`config.mk`:
```
export PLATFORM = sky130hd
export DESIGN_NAME = stack_unit_flat
export DESIGN_NICKNAME = d
export VERILOG_FILES = /design/src/rtl/stack_unit_if.sv /design/src/rtl/stack_unit.sv /design/src/flat_wrapper.sv
export SDC_FILE = /design/constraint.sdc
export NUM_CORES = 1
export LEC_CHECK = 0
export CAP_MARGIN = 20
export CORE_UTILIZATION = 56
export DETAILED_ROUTE_END_ITERATION = 8
export MAX_ROUTING_LAYER = met4
export PLACE_DENSITY = 0.75
export SLEW_MARGIN = 20
export SYNTH_ARGS = -nofsm -noshare
export SYNTH_HDL_FRONTEND = slang
export SYNTH_SLANG_ARGS = --single-unit
```
`constraint.sdc`:
```
create_clock -name clk -period 3.5 [get_ports clk]
set_clock_uncertainty 0.15 [all_clocks]
set_input_delay 0.7 -clock clk [delete_from_list [all_inputs] [get_ports clk]]
set_output_delay 0.7 -clock clk [all_outputs]
set_load 0.01 [all_outputs]
```
`src/rtl/stack_unit_if.sv`:
```
// Command/data bundle between the Datapath/Controller and the operand stack.
interface stack_unit_if #(
  parameter int unsigned WIDTH = 8,
  parameter int unsigned DEPTH = 16
);
  localparam int unsigned PTR_W = $clog2(DEPTH) + 1;

  logic             push;
  logic             pop;
  logic             tos;
  logic             clr;
  logic [WIDTH-1:0] d_in;
  logic [WIDTH-1:0] d_out;
  logic             d_valid;
  logic             empty;
  logic             full;
  logic [PTR_W-1:0] count;
  logic             ovf;
  logic             unf;
  logic             cmd_err;

  modport master (
    output push, pop, tos, clr, d_in,
    input  d_out, d_valid, empty, full, count, ovf, unf, cmd_err
  );

  modport slave (
    input  push, pop, tos, clr, d_in,
    output d_out, d_valid, empty, full, count, ovf, unf, cmd_err
  );
endinterface

```
`src/rtl/stack_unit.sv`:
```
// Operand stack: register-array storage, pointer management, registered
// top-of-stack read and sticky overflow/underflow/command-conflict flags.
module stack_unit #(
  parameter int unsigned WIDTH = 8,
  parameter int unsigned DEPTH = 16
) (
  input  logic         clk,
  input  logic         rst,
  stack_unit_if.slave  bus
);
  localparam int unsigned PTR_W = $clog2(DEPTH) + 1;
  localparam int unsigned IDX_W = PTR_W - 1;
  localparam logic [PTR_W-1:0] SP_FULL = PTR_W'(DEPTH);

  logic [WIDTH-1:0] mem_q [DEPTH];
  logic [PTR_W-1:0] sp_q, sp_d;
  logic [WIDTH-1:0] d_out_q, d_out_d;
  logic             d_valid_q, d_valid_d;
  logic             ovf_q, ovf_d;
  logic             unf_q, unf_d;
  logic             cmd_err_q, cmd_err_d;
  logic             wr_en_c;
  logic             multi_c;
  logic             empty_c;
  logic             full_c;
  logic [IDX_W-1:0] wr_idx_c;
  logic [IDX_W-1:0] rd_idx_c;

  assign empty_c  = (sp_q == '0);
  assign full_c   = (sp_q == SP_FULL);
  assign multi_c  = (bus.push & bus.pop) | (bus.push & bus.tos) | (bus.pop & bus.tos);
  assign wr_idx_c = sp_q[IDX_W-1:0];
  assign rd_idx_c = IDX_W'(sp_q - PTR_W'(1));

  // Prioritised command decode: clr, conflict, then push/pop/tos.
  always_comb begin
    sp_d      = sp_q;
    d_out_d   = d_out_q;
    d_valid_d = 1'b0;
    ovf_d     = ovf_q;
    unf_d     = unf_q;
    cmd_err_d = cmd_err_q;
    wr_en_c   = 1'b0;
    if (bus.clr) begin
      sp_d      = '0;
      ovf_d     = 1'b0;
      unf_d     = 1'b0;
      cmd_err_d = 1'b0;
    end else if (multi_c) begin
      cmd_err_d = 1'b1;
    end else if (bus.push) begin
      if (full_c) begin
        ovf_d = 1'b1;
      end else begin
        wr_en_c = 1'b1;
        sp_d    = sp_q + PTR_W'(1);
      end
    end else if (bus.pop) begin
      if (empty_c) begin
        unf_d = 1'b1;
      end else begin
        d_out_d   = mem_q[rd_idx_c];
        sp_d      = sp_q - PTR_W'(1);
        d_valid_d = 1'b1;
      end
    end else if (bus.tos) begin
      if (empty_c) begin
        unf_d = 1'b1;
      end else begin
        d_out_d   = mem_q[rd_idx_c];
        d_valid_d = 1'b1;
      end
    end
  end

  // Control and status registers; async reset aborts any command in flight.
  always_ff @(posedge clk or negedge rst) begin
    if (!rst) begin
      sp_q      <= '0;
      d_out_q   <= '0;
      d_valid_q <= 1'b0;
      ovf_q     <= 1'b0;
      unf_q     <= 1'b0;
      cmd_err_q <= 1'b0;
    end else begin
      sp_q      <= sp_d;
      d_out_q   <= d_out_d;
      d_valid_q <= d_valid_d;
      ovf_q     <= ovf_d;
      unf_q     <= unf_d;
      cmd_err_q <= cmd_err_d;
    end
  end

  // Storage array; contents deliberately not reset, write gated off during reset.
  always_ff @(posedge clk) begin
    if (wr_en_c && rst) begin
      mem_q[wr_idx_c] <= bus.d_in;
    end
  end

  assign bus.d_out   = d_out_q;
  assign bus.d_valid = d_valid_q;
  assign bus.empty   = empty_c;
  assign bus.full    = full_c;
  assign bus.count   = sp_q;
  assign bus.ovf     = ovf_q;
  assign bus.unf     = unf_q;
  assign bus.cmd_err = cmd_err_q;
endmodule
```
`src/flat_wrapper.sv`:
```
// flat-port wrapper written by rule: the top's interface ports become plain ports
module stack_unit_flat 
#(
  parameter int unsigned WIDTH = 8,
  parameter int unsigned DEPTH = 16
)
  (clk, rst, bus_push, bus_pop, bus_tos, bus_clr, bus_d_in, bus_d_out, bus_d_valid, bus_empty, bus_full, bus_count, bus_ovf, bus_unf, bus_cmd_err);
  stack_unit_if #(.WIDTH(WIDTH), .DEPTH(DEPTH)) bus_i ();
  input  logic clk;
  input  logic rst;
  input wire logic [$bits(bus_i.push)-1:0] bus_push;
  input wire logic [$bits(bus_i.pop)-1:0] bus_pop;
  input wire logic [$bits(bus_i.tos)-1:0] bus_tos;
  input wire logic [$bits(bus_i.clr)-1:0] bus_clr;
  input wire logic [$bits(bus_i.d_in)-1:0] bus_d_in;
  output wire logic [$bits(bus_i.d_out)-1:0] bus_d_out;
  output wire logic [$bits(bus_i.d_valid)-1:0] bus_d_valid;
  output wire logic [$bits(bus_i.empty)-1:0] bus_empty;
  output wire logic [$bits(bus_i.full)-1:0] bus_full;
  output wire logic [$bits(bus_i.count)-1:0] bus_count;
  output wire logic [$bits(bus_i.ovf)-1:0] bus_ovf;
  output wire logic [$bits(bus_i.unf)-1:0] bus_unf;
  output wire logic [$bits(bus_i.cmd_err)-1:0] bus_cmd_err;
  assign bus_i.push = bus_push;
  assign bus_i.pop = bus_pop;
  assign bus_i.tos = bus_tos;
  assign bus_i.clr = bus_clr;
  assign bus_i.d_in = bus_d_in;
  assign bus_d_out = bus_i.d_out;
  assign bus_d_valid = bus_i.d_valid;
  assign bus_empty = bus_i.empty;
  assign bus_full = bus_i.full;
  assign bus_count = bus_i.count;
  assign bus_ovf = bus_i.ovf;
  assign bus_unf = bus_i.unf;
  assign bus_cmd_err = bus_i.cmd_err;
  stack_unit #(.WIDTH(WIDTH), .DEPTH(DEPTH)) u_core (.clk(clk), .rst(rst), .bus(bus_i));
endmodule
```
### Yosys cells after proc, flatten, opt, wreduce, memory -nomap -nowiden

Memories as Yosys holds them, arrays and structs flattened.
Cells that the tools add are included.

* equality and inequality tests: 5
* mux-type cells: 33
* add/sub/neg operators: 2
* reduce and logical (&&, ||, !) cells: 12
* bitwise logic cells: 8

Operator list (number)
* $mux W5: 6
* $mux W1: 24
* $mux W8: 3
* $reduce_and A4 Y1: 2
* $reduce_bool A2 Y1: 4
* $ne A3 B3 Y1 const B: 2
* $reduce_and A3 Y1: 2
* $reduce_bool A3 Y1: 2
* $add A5 B1 Y5 const B: 1
* $eq A5 B5 Y1 const B: 1
* $logic_not A5 Y1: 1
* $sub A5 B1 Y5 const B: 1
* $and A1 B1 Y1: 3
* $not A1 Y1: 3
* $ne A2 B1 Y1 const B: 1
* $ne A2 B2 Y1 const B: 1
* $or A1 B1 Y1: 2
* $logic_and A1 B1 Y1: 1

* memories kept: 1
* output and inout bits: 19
* logic and storage cells: 67
* RAM bits: 128
* flip-flop bits (word level): 17
* bits of input ports: 14

Memory list
* u_core.mem_q: depth 16, bits a word 8, read ports 1, clocked after Yosys merged registers in 0, wr ports 1, RTL line stack_unit.sv:15 `logic [WIDTH-1:0] mem_q [DEPTH];`

### Depth between registers and ports, before layout

* word-level depth: 8
* gate-level depth with buffers: 11
* gate-level depth less buffers: 7

### Worst setup path after synthesis

No wires, ideal clock.

* kind: register to register
* start: register u_core.sp_q[0], in the netlist u_core.bus.count[0]
* end: memory u_core.mem_q[3][0] (enable)
* setup slack: 482 ps
* path buffers: 3
* period minus slack after synthesis: 3018 ps
* stages on the path, launching flop included: 10
* setup time: 383 ps
* data required time: 2967 ps
* arrival time: 2485 ps
* path through: dfrtp_1 buf_6 buf_2 inv_1 ha_1 buf_2 and4bb_2 nor2_1 nand2_1 nor3_1

* word-level cells in the longest chain between the ends: 8

Ends and longest elaborated chain
* start: declaration: RTL line stack_unit.sv:16 `logic [PTR_W-1:0] sp_q, sp_d;`
* start signal: assignment: RTL line stack_unit.sv:86 `sp_q <= sp_d;`
* $eq A5 B5 Y1: RTL line stack_unit.sv:30 `assign full_c = (sp_q == SP_FULL);`
* via bus_full: RTL line flat_wrapper.sv:19 `output wire logic [$bits(bus_i.full)-1:0] bus_full;`
* $mux W1: RTL line stack_unit.sv:52 `if (full_c) begin`
* $mux W1: RTL line stack_unit.sv:51 `end else if (bus.push) begin`
* $mux W1: RTL line stack_unit.sv:49 `end else if (multi_c) begin`
* $mux W1: RTL line stack_unit.sv:44 `if (bus.clr) begin`
* $logic_and A1 B1 Y1: RTL line stack_unit.sv:97 `if (wr_en_c && rst) begin`
* $mux W1: RTL line stack_unit.sv:97
* $mux W1 (implied by the code): RTL line stack_unit.sv:98 `mem_q[wr_idx_c] <= bus.d_in;`
* end: declaration: RTL line stack_unit.sv:15

The timed path passes the listed nets, and every way through them passes these cells.

### Worst setup path in the final report

* start: register u_core.sp_q[1], in the netlist u_core.bus.count[1]
* end: output port bus_empty

* word-level cells in the longest chain between the ends: 1

Ends and longest elaborated chain
* $logic_not A5 Y1: RTL line stack_unit.sv:29 `assign empty_c = (sp_q == '0);`
* end: declaration: RTL line flat_wrapper.sv:18 `output wire logic [$bits(bus_i.empty)-1:0] bus_empty;`

No other way between the ends.

==> flow_summary.html <==
<table>
<tr><th>Metric</th><th>Value</th></tr>
<tr><th colspan="2">Status</th></tr>
<tr><td>Result of the run</td><td>finished clean</td></tr>
<tr><th colspan="2">Layout</th></tr>
<tr><td>Most common cell after layout, fill and taps aside</td><td>sky130_fd_sc_hd__edfxtp_1</td></tr>
<tr><td>Fraction of layout instances using a drive strength above 1</td><td>0.234</td></tr>
<tr><td>Top library cells by usage in the layout, fill and taps aside</td><td>sky130_fd_sc_hd__edfxtp_1, sky130_fd_sc_hd__nor2_1, sky130_fd_sc_hd__clkdlybuf4s50_1</td></tr>
<tr><td>Antenna diode count</td><td>0</td></tr>
<tr><td>Post-route cell area</td><td>0.00705 sq mm</td></tr>
<tr><td>Fillers</td><td>651</td></tr>
<tr><td>Area taken by flip-flops and latches</td><td>0.00427 sq mm</td></tr>
<tr><td>Area growth, synth to finish</td><td>20.0%</td></tr>
<tr><td>Number of standard cells in the final layout excluding fillers</td><td>530</td></tr>
<tr><td>Post-layout net count</td><td>399</td></tr>
<tr><td>Multi-input gate area</td><td>0.00144 sq mm</td></tr>
<tr><th colspan="2">Global route</th></tr>
<tr><td>Remaining Overflow, GRT</td><td>0</td></tr>
<tr><td>Vias in the first global route</td><td>3276</td></tr>
<tr><td>Overall Global Routing Usage</td><td>0.251</td></tr>
<tr><td>Wire length of the first global-routing pass</td><td>18700 um</td></tr>
<tr><td>Initial antenna violation count</td><td>0</td></tr>
<tr><td>Largest net degree at the start of global routing</td><td>23</td></tr>
<tr><th colspan="2">Route</th></tr>
<tr><td>Total length of routed met3 wires</td><td>799 um</td></tr>
<tr><td>Detailed route wirelength on metal2</td><td>5640 um</td></tr>
<tr><td>DR pass1 iterations</td><td>5</td></tr>
<tr><td>Iter 0 DRT Violations</td><td>367</td></tr>
<tr><td>Routed wire length per instance</td><td>22.4 um</td></tr>
<tr><td>DRT met1 WL</td><td>4940 um</td></tr>
<tr><td>Vias per cell</td><td>6.01</td></tr>
<tr><td>Remaining antenna violation count</td><td>0</td></tr>
<tr><td>DRC errors left</td><td>0</td></tr>
<tr><td>Top routing layer in use</td><td>met4</td></tr>
<tr><td>Via count of the routed design</td><td>3187</td></tr>
<tr><td>Drt total wl</td><td>11800 um</td></tr>
<tr><th colspan="2">Placed design</th></tr>
<tr><td>Instance area at placement</td><td>0.00646 sq mm</td></tr>
<tr><td>Total instance count after detailed placement</td><td>498</td></tr>
<tr><td>Final GP Congestion</td><td>0.825</td></tr>
<tr><td>Placed wire-length estimate after detailed placement</td><td>7540 um</td></tr>
<tr><td>Quantity of I/O buffers inserted on ports</td><td>32</td></tr>
<tr><th colspan="2">Power and ir drop</th></tr>
<tr><td>Clock Power Share</td><td>0.407</td></tr>
<tr><td>Power share of the combinational group</td><td>0.132</td></tr>
<tr><td>Switching Power</td><td>1.00 mW</td></tr>
<tr><td>Total power density per cell area</td><td>608 mW/mm^2</td></tr>
<tr><td>Cell internal pwr</td><td>3.29 mW</td></tr>
<tr><td>Leakage Power</td><td>2.40 nW</td></tr>
<tr><td>Switching share of total power</td><td>0.234</td></tr>
<tr><td>Fraction of power consumed by sequential logic</td><td>0.461</td></tr>
<tr><td>Maximum ir drop on the vdd rail</td><td>342 uV</td></tr>
<tr><th colspan="2">Synth</th></tr>
<tr><td>Number of different library cells in the post-synthesis netlist</td><td>40</td></tr>
<tr><td>Count of yosys warnings during synthesis</td><td>0</td></tr>
<tr><td>Post-synthesis cell area</td><td>0.00588 sq mm</td></tr>
<tr><td>Number of synthesized register bits</td><td>145</td></tr>
<tr><td>Sequential element share of the synthesized area</td><td>0.727</td></tr>
<tr><td>Synthesized Nets</td><td>338</td></tr>
<tr><td>Synthesized area per cell</td><td>18.4 sq um</td></tr>
<tr><td>Gate count of the mapped netlist</td><td>320</td></tr>
<tr><th colspan="2">Critical path</th></tr>
<tr><td>Critical Path Sink Type</td><td>primary output</td></tr>
<tr><td>Data required time of the critical path</td><td>2.65 ns</td></tr>
<tr><td>Crit-path max FO</td><td>10</td></tr>
<tr><td>Startpoint class of the critical path</td><td>flip-flop</td></tr>
<tr><td>Worst path arrival time</td><td>2.48 ns</td></tr>
<tr><td>Classification of the worst setup path</td><td>flip-flop to primary output</td></tr>
<tr><th colspan="2">STA</th></tr>
<tr><td>Final-report max-slew violation count</td><td>0</td></tr>
<tr><td>Actual transition at the worst max-transition pin</td><td>0.716 ns</td></tr>
<tr><td>Final-layout setup total negative slack</td><td>0 ns</td></tr>
<tr><td>Relative slew margins</td><td>0.523</td></tr>
<tr><td>Minimum clock period</td><td>3.33 ns</td></tr>
<tr><td>Final setup violation count</td><td>0</td></tr>
<tr><td>Unrepaired setup endpoints after global routing</td><td>no</td></tr>
<tr><td>Final hold violation count</td><td>0</td></tr>
<tr><td>Final period util</td><td>0.951</td></tr>
<tr><td>F_max</td><td>301 MHz</td></tr>
<tr><th colspan="2">Floorplan</th></tr>
<tr><td>Chip Width</td><td>104 um</td></tr>
<tr><td>Die height</td><td>104 um</td></tr>
<tr><td>Die Area</td><td>0.0109 sq mm</td></tr>
<tr><td>Boundary Pins</td><td>33</td></tr>
<tr><td>Std-Cell Core Area</td><td>0.0102 sq mm</td></tr>
<tr><td>Site Rows</td><td>37</td></tr>
<tr><td>Starting density of the core</td><td>0.574</td></tr>
<tr><th colspan="2">Clock tree</th></tr>
<tr><td>Buffer levels on the longest clock path</td><td>2</td></tr>
<tr><td>Number of H-tree levels</td><td>4</td></tr>
<tr><td>Number of clock sinks seen by CTS</td><td>145</td></tr>
<tr><td>Post-CTS Hold Buffers</td><td>0</td></tr>
<tr><td>Setup repair bufs after CTS</td><td>0</td></tr>
<tr><td>Clk slew on worst S/H paths</td><td>0.06 ns</td></tr>
<tr><td>Insertion delay of the later-clocked pin in the worst-skew pair</td><td>0.52 ns</td></tr>
<tr><td>Number of buffers inserted during clock tree synthesis</td><td>17</td></tr>
<tr><td>Library cell used as clock root buffer</td><td>sky130_fd_sc_hd__clkbuf_8</td></tr>
<tr><td>CTS tree</td><td>built</td></tr>
<tr><th colspan="2">Hold path</th></tr>
<tr><td>Type of the tightest min-delay check</td><td>flip-flop to flip-flop</td></tr>
<tr><th colspan="2">Run</th></tr>
<tr><td>Max Cap Viol</td><td>0</td></tr>
</table>
==> what timing repair did <==
item / in CTS / in global routing
gates resized for setup: 0 / 1
endpoints found under the setup margin: 0 / 1
hold endpoints to repair: 0 / 0
==> path summary, 6_finish.rpt <==
kind,startpoint,to,slack (ns),cells after the start
min in group asynchronous,rst,u_core.bus.count[4]$_DFFE_PN0P_,0.41,2
min reg2reg,u_core.bus.unf$_DFFE_PN0P_,u_core.bus.unf$_DFFE_PN0P_,0.35,2
max reg2reg,u_core.bus.count[0]$_DFFE_PN0P_,u_core.bus.d_out[3]$_DFFE_PN0P_,0.81,7
max in group asynchronous,rst,u_core.bus.count[0]$_DFFE_PN0P_,2.59,2
min,u_core.bus.unf$_DFFE_PN0P_,u_core.bus.unf$_DFFE_PN0P_,0.35,2
max,u_core.bus.count[1]$_DFFE_PN0P_,bus_empty,0.17,5
==> metal layers <==
metal  global-route usage  up-vias
met3               0.0702       30
met2                0.360      145
met4                0.132        0
met5                    -        -
met1                0.331     1615
li1                     -     1397
==> per-stage QoR <==
step           setup slack [ns]   util  power [mW]  hold WS, ns
2_1_floorplan             0.482      -        2.33        0.254
3_3_place_gp              0.649  0.631        2.57        0.331
3_5_place_dp              0.613  0.631        2.58        0.336
4_1_cts                   0.101  0.689        4.32        0.350
5_1_grt                  0.0756  0.689        4.45        0.395
6_report                  0.172  0.689        4.29        0.345
==> layout make-up <==
type	instances	area share
clock inverters	10	0.0135
multi-input cells	141	0.204
well taps	136	0.0241
repair buffers	57	0.0720
flip-flops and latches	145	0.606
inverters	19	0.0101
clock buffers	22	0.0703
==> power groups by stage <==
stage | Clock [mW] | Sequential [mW] | Combinational, mW
floorplan | 0 | 2.03 | 0.293
finish | 1.75 | 1.98 | 0.568
CTS | 1.77 | 1.98 | 0.570
detailed placement | 0 | 2.01 | 0.566
global route | 1.85 | 1.98 | 0.618
global placement | 0 | 2.01 | 0.558
==> sequential cells by signal, summed over array words and instances (netlist names) <==
signal and count:
u_core.bus.cmd_err 1, u_core.bus.count 5, u_core.bus.d_out 8, u_core.bus.d_valid 1
u_core.bus.ovf 1, u_core.bus.unf 1, u_core.mem_q 128
==> critical path, cell delays in order (launching register included) <==
cell                              delay [ns]
sky130_fd_sc_hd__dfrtp_1                0.50
sky130_fd_sc_hd__inv_1                  0.16
sky130_fd_sc_hd__ha_2                   0.30
sky130_fd_sc_hd__nor4b_2                0.27
sky130_fd_sc_hd__buf_4                  0.20
sky130_fd_sc_hd__clkdlybuf4s50_1        0.53
==> Yosys cell counts <==
cell type / n / share of area
sky130_fd_sc_hd__edfxtp_1: 128 / 0.65
sky130_fd_sc_hd__inv_1: 19 / 0.012
sky130_fd_sc_hd__nor4b_2: 1 / 0.0026
sky130_fd_sc_hd__buf_6: 1 / 0.0019
sky130_fd_sc_hd__and4bb_2: 1 / 0.0021
sky130_fd_sc_hd__o22ai_1: 8 / 0.0085
sky130_fd_sc_hd__a211oi_2: 1 / 0.0021
sky130_fd_sc_hd__nor2b_1: 2 / 0.0021
sky130_fd_sc_hd__nand2b_1: 4 / 0.0043
sky130_fd_sc_hd__or3_1: 1 / 0.0011
sky130_fd_sc_hd__or2_2: 1 / 0.0011
sky130_fd_sc_hd__nand2_1: 6 / 0.0038
sky130_fd_sc_hd__maj3_1: 1 / 0.0017
sky130_fd_sc_hd__a21oi_1: 11 / 0.0094
sky130_fd_sc_hd__or4_4: 1 / 0.0019
sky130_fd_sc_hd__a41oi_1: 1 / 0.0015
sky130_fd_sc_hd__mux4_2: 26 / 0.10
sky130_fd_sc_hd__nor2_1: 32 / 0.020
sky130_fd_sc_hd__nand4_1: 1 / 0.0011
sky130_fd_sc_hd__a31oi_2: 2 / 0.0043
sky130_fd_sc_hd__clkbuf_1: 4 / 0.0026
sky130_fd_sc_hd__dfrtp_1: 17 / 0.072
sky130_fd_sc_hd__nor4_2: 1 / 0.0021
sky130_fd_sc_hd__nor3b_1: 2 / 0.0026
sky130_fd_sc_hd__o21ai_1: 1 / 0.00085
sky130_fd_sc_hd__xnor2_1: 6 / 0.0089
sky130_fd_sc_hd__mux2i_1: 1 / 0.0017
sky130_fd_sc_hd__buf_4: 2 / 0.0026
sky130_fd_sc_hd__and3b_1: 1 / 0.0015
sky130_fd_sc_hd__nor4b_1: 1 / 0.0015
sky130_fd_sc_hd__buf_12: 1 / 0.0034
sky130_fd_sc_hd__nor3_1: 5 / 0.0043
sky130_fd_sc_hd__nand3b_1: 1 / 0.0013
sky130_fd_sc_hd__o2bb2ai_1: 2 / 0.0030
sky130_fd_sc_hd__mux4_1: 6 / 0.027
sky130_fd_sc_hd__buf_2: 7 / 0.0060
sky130_fd_sc_hd__o21ai_0: 1 / 0.00085
sky130_fd_sc_hd__a221oi_1: 8 / 0.012
sky130_fd_sc_hd__o22a_1: 1 / 0.0015
sky130_fd_sc_hd__ha_1: 4 / 0.0085
==> kinds of logic after synthesis <==
family / synth area share
AO/OA/AOI/OAI: 0.0439
flip-flops: 0.727
multiplexers: 0.128
AND/OR/NAND/NOR: 0.0537
XOR/XNOR: 0.00894
buffers and inverters: 0.0285
adder cells (fa/ha/maj): 0.0102
Power figures use the tool's default switching activity.
